File: src/rtl/uart_tx_frame.sv
// ----------------------------------------------------------------------------
// uart_tx_frame : parametrised UART transmitter with valid/ready character input
// Revision: 1.0
// ----------------------------------------------------------------------------
`default_nettype none

module uart_tx_frame #(
  parameter int unsigned DATA_BITS    = 8,
  parameter int unsigned CLKS_PER_BIT = 16,
  parameter int unsigned PARITY       = 0,
  parameter int unsigned STOP_BITS    = 1
) (
  input  logic                 clk,
  input  logic                 reset,
  input  logic [DATA_BITS-1:0] tx_data,
  input  logic                 tx_valid,
  output logic                 tx_ready,
  output logic                 pin,
  output logic                 busy,
  output logic                 done
);

  localparam int unsigned CW = (CLKS_PER_BIT > 1) ? $clog2(CLKS_PER_BIT) : 1;

  localparam logic [CW-1:0] c_cnt_last  = CW'(CLKS_PER_BIT - 1);
  localparam logic [3:0]    c_data_last = 4'(DATA_BITS - 1);
  localparam logic [3:0]    c_stop_last = 4'(STOP_BITS - 1);
  localparam logic          c_par_en    = (PARITY == 1) || (PARITY == 2);
  localparam logic          c_par_odd   = (PARITY == 2);

  typedef enum logic [2:0] {
    S_IDLE   = 3'd0,
    S_START  = 3'd1,
    S_DATA   = 3'd2,
    S_PARITY = 3'd3,
    S_STOP   = 3'd4
  } state_t;

  state_t                state_q, state_d;
  logic [CW-1:0]         cnt_q, cnt_d;
  logic [3:0]            bit_q, bit_d;
  logic [DATA_BITS-1:0]  shift_q, shift_d;
  logic                  par_q, par_d;
  logic                  pin_q, pin_d;
  logic                  busy_q, busy_d;
  logic                  done_q, done_d;
  logic                  ready_q, ready_d;
  logic                  w_accept;
  logic                  w_bit_end;

  assign w_accept  = tx_valid && ready_q;
  assign w_bit_end = (cnt_q == c_cnt_last);

  always_comb begin
    state_d = state_q;
    cnt_d   = cnt_q;
    bit_d   = bit_q;
    shift_d = shift_q;
    par_d   = par_q;

    // ready_q is only high in IDLE or the final stop clock, so loading here is safe
    if (w_accept) begin
      shift_d = tx_data;
      par_d   = (^tx_data) ^ c_par_odd;
    end

    unique case (state_q)
      S_IDLE: begin
        if (w_accept) begin
          state_d = S_START;
          cnt_d   = '0;
          bit_d   = '0;
        end
      end
      S_START: begin
        if (w_bit_end) begin
          state_d = S_DATA;
          cnt_d   = '0;
          bit_d   = '0;
        end else begin
          cnt_d = cnt_q + CW'(1);
        end
      end
      S_DATA: begin
        if (w_bit_end) begin
          cnt_d   = '0;
          shift_d = shift_q >> 1;
          if (bit_q == c_data_last) begin
            bit_d   = '0;
            state_d = c_par_en ? S_PARITY : S_STOP;
          end else begin
            bit_d = bit_q + 4'd1;
          end
        end else begin
          cnt_d = cnt_q + CW'(1);
        end
      end
      S_PARITY: begin
        if (w_bit_end) begin
          state_d = S_STOP;
          cnt_d   = '0;
          bit_d   = '0;
        end else begin
          cnt_d = cnt_q + CW'(1);
        end
      end
      S_STOP: begin
        if (w_bit_end) begin
          cnt_d = '0;
          if (bit_q == c_stop_last) begin
            bit_d   = '0;
            state_d = w_accept ? S_START : S_IDLE;
          end else begin
            bit_d = bit_q + 4'd1;
          end
        end else begin
          cnt_d = cnt_q + CW'(1);
        end
      end
      default: begin
        state_d = S_IDLE;
        cnt_d   = '0;
        bit_d   = '0;
      end
    endcase

    // Outputs are registered from the next state so the line moves on the accepting edge
    unique case (state_d)
      S_START:  pin_d = 1'b0;
      S_DATA:   pin_d = shift_d[0];
      S_PARITY: pin_d = par_d;
      default:  pin_d = 1'b1;
    endcase
    busy_d  = (state_d != S_IDLE);
    done_d  = (state_d == S_STOP) && (bit_d == c_stop_last) && (cnt_d == c_cnt_last);
    ready_d = (state_d == S_IDLE) || done_d;
  end

  always_ff @(posedge clk) begin
    if (!reset) begin
      state_q <= S_IDLE;
      cnt_q   <= '0;
      bit_q   <= '0;
      shift_q <= '0;
      par_q   <= 1'b0;
      pin_q   <= 1'b1;
      busy_q  <= 1'b0;
      done_q  <= 1'b0;
      ready_q <= 1'b0;
    end else begin
      state_q <= state_d;
      cnt_q   <= cnt_d;
      bit_q   <= bit_d;
      shift_q <= shift_d;
      par_q   <= par_d;
      pin_q   <= pin_d;
      busy_q  <= busy_d;
      done_q  <= done_d;
      ready_q <= ready_d;
    end
  end

  assign pin      = pin_q;
  assign busy     = busy_q;
  assign done     = done_q;
  assign tx_ready = ready_q;

endmodule

`default_nettype wire

File: config.mk
export PLATFORM = sky130hd
export DESIGN_NAME = uart_tx_frame
export DESIGN_NICKNAME = d
export VERILOG_FILES = /design/src/rtl/uart_tx_frame.sv
export SDC_FILE = /design/constraint.sdc
export NUM_CORES = 1
export LEC_CHECK = 0
export ABC_AREA = 1
export CAP_MARGIN = 30
export CORE_ASPECT_RATIO = 1.75
export CORE_MARGIN = 4
export CORE_UTILIZATION = 55
export CTS_CLUSTER_DIAMETER = 50
export CTS_CLUSTER_SIZE = 16
export DETAILED_ROUTE_END_ITERATION = 10
export GPL_TIMING_DRIVEN = 0
export HOLD_SLACK_MARGIN = 0.02
export PLACE_DENSITY = 0.78
export RECOVER_POWER = 100
export SETUP_SLACK_MARGIN = 0.2
export SYNTH_ARGS = -nofsm -noshare
export SYNTH_HDL_FRONTEND = slang
export SYNTH_SLANG_ARGS = --single-unit
File: constraint.sdc
create_clock -name clk -period 1.6 [get_ports clk]
set_input_delay 0.24 -clock clk [delete_from_list [all_inputs] [get_ports clk]]
set_output_delay 0.24 -clock clk [all_outputs]
set_load 0.02 [all_outputs]
# Word level (Yosys, flattened, before mapping)
# Index checks and enable logic that the tools add are counted.
dict set report op_classes {
  eq_ne 11
  n_reduce_logical 12
  addsub 2
  n_mux 24
}
# cell count
set op_table {}
lappend op_table {{2-to-1 mux 4 bit} 8}
lappend op_table {{2-to-1 mux 8 bit} 3}
lappend op_table {{2-to-1 mux 3 bit} 7}
lappend op_table {{case mux 4 bit (4 select lines)} 1}
lappend op_table {{case mux 3 bit (5 select lines)} 1}
lappend op_table {{equality test 3 x 2 -> 1 bit (second input constant)} 4}
lappend op_table {{adder 4 x 1 -> 4 bit (second input constant)} 2}
lappend op_table {{equality test 4 bit (second input constant)} 2}
lappend op_table {{zero test 4 bit} 2}
lappend op_table {{case mux 4 bit (2 select lines)} 1}
lappend op_table {{parity 8 bit} 1}
lappend op_table {{equality test 3 x 1 -> 1 bit (second input constant)} 2}
lappend op_table {{equality test 3 bit (second input constant)} 2}
lappend op_table {{zero test 3 bit} 2}
lappend op_table {{equality test 4 x 3 -> 1 bit (second input constant)} 1}
lappend op_table {{OR reduction 4 bit} 1}
lappend op_table {{logical AND 1 bit} 3}
lappend op_table {{case mux 1 bit (3 select lines)} 1}
lappend op_table {{nonzero test 3 bit} 1}
lappend op_table {{2-to-1 mux 1 bit} 2}
lappend op_table {{OR reduction 2 bit} 1}
lappend op_table {{logical OR 1 bit} 1}
dict set report word_totals {
  ff_bits 24
  word_cells 58
  input_bits 11
  output_inout_bits 4
}

# Logic depth before layout (Yosys ltp)
dict set report depth {
  depth_word 9
  ltp_mapped 13
  ltp_nobuf 13
}

# Least setup slack after synthesis
# No wires, ideal clock.
dict set report synth_timing {
  kind {flip-flop to flip-flop}
  from {register cnt_q[0]}
  to {register pin_q (netlist: pin)}
  path_buffers 1
  required_ns 1.476
  path_slack_ns 0.173
  arrival_time_ns 1.303
  setup_ns 0.124
  synth_period_minus_slack_ns 1.427
  stages_incl_launch_ff 10
  cell_sequence {dfxtp_1 > ha_1 > nand2_2 > nor2_2 > buf_4 > nand4_1 > nand3_1 > nor2_2 > nor3_1 > nand3_1}
}
dict set report synth_between {
  elab_chain_len 5
  elab_cells_between_ends 12
  cone_classes {eq/ne: 4; mux: 8}
}
# item line
set synth_rtl {}
lappend synth_rtl {{start, declared} 40} ;# logic [CW-1:0] cnt_q, cnt_d;
lappend synth_rtl {{start signal, assigned} 152} ;# cnt_q <= cnt_d;
lappend synth_rtl {{equality test 4 bit (*)} 52} ;# assign w_bit_end = (cnt_q == c_cnt_last);
lappend synth_rtl {{2-to-1 mux 3 bit (on tied branches)} n/a}
lappend synth_rtl {{case mux 3 bit (5 select lines)} 67} ;# unique case (state_q)
lappend synth_rtl {{equality test 3 x 2 -> 1 bit / equality test 3 x 1 -> 1 bit (equally long branches)} 128} ;# unique case (state_d)
lappend synth_rtl {{case mux 1 bit (3 select lines) (*)} 128}
lappend synth_rtl {{end signal, assigned} 156} ;# pin_q <= pin_d;
lappend synth_rtl {{end, declared} 44} ;# logic pin_q, pin_d;
# Every way passes the cells marked *; elsewhere a longest branch is shown, timed or not.
# A chain may end at the register's enable or synchronous reset.

# Worst setup path after layout
dict set report layout_timing {
  from {register cnt_q[0]}
  to {register ready_q (netlist: tx_ready)}
}
dict set report layout_between {
  elab_chain_len 7
  elab_cells_between_ends 21
  cone_classes {add/sub: 1; eq/ne: 3; mux: 12; reduce/logical: 5}
}
# item line
set layout_rtl {}
lappend layout_rtl {{branches (longest 6 deep; another with adder 4 x 1 -> 4 bit)} n/a}
lappend layout_rtl {{logical OR 1 bit (*)} 136} ;# ready_d = (state_d == S_IDLE) || done_d;
lappend layout_rtl {{end signal, assigned} 159} ;# ready_q <= ready_d;
lappend layout_rtl {{end, declared} 47} ;# logic ready_q, ready_d;
# Mark *: on every way between the ends.

==> metrics.txt <==
worst skew pair latency 0.27 ns; Final ANT Viol Nets 0; gpl congestion 0.866; Synth Register Bits 24; area grow syn2layout 32.2%; Die Wd 46.4 microns; CTS tree built; Crit Path Class reg -> reg; CP arrival 1.75 ns; vias in the first global route 1613; DR DRC count 0; CTS clock-pin slew for the worst setup and hold paths 0.09 ns; # setup viols final 0; CP Capture Type flip-flop; nets 265; antenna cells 0; final hold slack 0.465 ns; most common flop cell mapped by yosys dfxtp_1; crit path launch type flip-flop; status complete, no violations; Max Cap Viol 0; met2 usage 0.434; Hold Vio Cnt, Final 0; Critical Path Fanout Max 5; Die ar. 3480 sq um; total grt overflow 0; met1 GRT Util 0.244; total wire length 3.78 mm; Data required, critical path 1.82 ns; number of vias in the routed layout 1510; DRT iter0 DRCs 51; vias per cell 5.47; Clock Path Buffers 2; final non-filler cell total 276; GR peak layer met2; Core ar. 2490 sq um; GR Util met3 0.0407; IO Pins 15; total track usage 0.247; Rel. slew slack 0.629; Synth cell types 26; Finished Core Util 0.751; wire per inst 13.7 microns; most frequent cells in the layout nand2_1 (60), inv_1 (26), nor2_1 (16), dfxtp_1 (16), o21ai_0 (15); Worst-Margin Slew 0.557 ns; setup TNS 0 ns; Inst Count DP 261; FMAX 656 MHz; number of CTS-inserted buffers 3; number of flops mapped to enable cells by yosys 0; layout cells sized above 1 0.248; syn nets 235; commonest non-fill, non-tap cell in the layout nand2_1; yosys warns 0; clock root buffer clkbuf_8; worst setup margin 0.0756 ns; Pleak 0.898 nW; Peak VDD IR 0.519 mV; worst slack at placement -0.306 ns; RSZ-0062 raised after global routing yes; post-layout min period 1.52 ns; largest net degree at the start of global routing 14; post-route clock period utilization 0.953; DRT Pass-1 Iters 4; first-pass GRT wire length 6.33 mm; post-synthesis cell count 221; row cnt 24; initial antenna violation count 0; Sinks on Clock Net 24; input/output buffers 14; fin. max-slew vios 0; Detailed Place HPWL 2.60 mm; H-tree levels 1; mapped cell area 1420 sq um; class of the worst hold path reg -> reg; Post-synth ARST share 0; worst clock skew 0.00656 ns; Initial Util 0.568; register area share after synthesis 0.339; PD cells 693 nW/um^2; Die H 75.1 microns; Avg Inst Size Synth 6.41 sq um
-- flip-flops by register name, indices dropped and copies added (netlist names) --
name / cells
cnt_q: 4
tx_ready: 1
bit_q: 4
par_q: 1
shift_q: 8
done: 1
pin: 1
busy: 1
state_q: 3
-- report_power, final --
part / switching, mW / leakage (nW) / internal, mW
clock network: 0.201 / 0.0288 / 0.220
logic: 0.138 / 0.670 / 0.104
registers: 0.0130 / 0.200 / 0.621
-- cells by family after synthesis --
| kind of cell | Yosys count | share of synthesized area |
|---|---|---|
| buffers and inverters | 37 | 0.102 |
| AOI/OAI and AO/OA | 31 | 0.124 |
| adders and majority gates | 3 | 0.0265 |
| xor gates and xnor gates | 8 | 0.0495 |
| DFF | 24 | 0.339 |
| and+or+nand+nor | 118 | 0.360 |
-- per-layer routing --
metal | wire length, microns | share of wire | vias to the layer above
met1 | 1340 | 0.35 | 682
met3 | 161 | 0.043 | 15
met4 | 172 | 0.045 | 0
met5 | 0 | 0 | -
li1 | - | - | 755
met2 | 2110 | 0.56 | 58
-- path summary, 6_finish.rpt --
path / from / end / slack (ns) / cells after the start
min: shift_q[2] / shift_q[1] / 0.46 / 2
max: cnt_q[0] / tx_ready / 0.08 / 9
min reg2reg: shift_q[2] / shift_q[1] / 0.46 / 2
max reg2reg: cnt_q[0] / tx_ready / 0.08 / 9
-- cell usage after synthesis (all sizes together) (3+ instances only) --
| cell type | count | share of area |
|---|---|---|
| nand2 | 72 | 0.20 |
| ha | 3 | 0.027 |
| inv | 32 | 0.085 |
| xor2 | 3 | 0.019 |
| nor3 | 3 | 0.011 |
| nand3 | 18 | 0.064 |
| clkbuf | 3 | 0.0079 |
| xnor2 | 5 | 0.031 |
| a21oi | 10 | 0.035 |
| nor2 | 22 | 0.072 |
| o21ai | 17 | 0.063 |
| dfxtp | 24 | 0.34 |
-- worst max-delay path: stages, from the launching register on --
cell and delay (ns):
dfxtp_4 0.36, ha_4 0.16, nand2_4 0.09, nor2_4 0.04, buf_6 0.12, nand4_1 0.11
nand3_2 0.15, nor3_1 0.29, nand2_1 0.08, nand2_1 0.08
-- metrics by stage --
stage	area [sq um]	total power, mW
floorplan	1460	0.785
global placement	1630	0.855
detailed placement	1630	0.863
CTS	1810	1.29
global route	1870	1.36
finish	1870	1.30
-- what timing repair did --
| item | 4_1_cts | 5_1_grt |
|---|---|---|
| buffers inserted | 8 | 2 |
| gates cloned | 1 | 0 |
| setup endpoints to repair | 16 | 17 |
| hold buffers | 0 | 0 |
| pin swaps | 16 | 7 |
| gates resized for setup | 25 | 20 |
-- layout make-up --
class,count,area [sq um]
fill,214,621
inverter,32,125
buffer,5,33.8
sequential,24,493
multi-input combinational,160,911
timing repair buffer,25,221
tap,26,32.5
clock buffer,4,55.1
No activity file was read; power rests on OpenSTA's default activity.
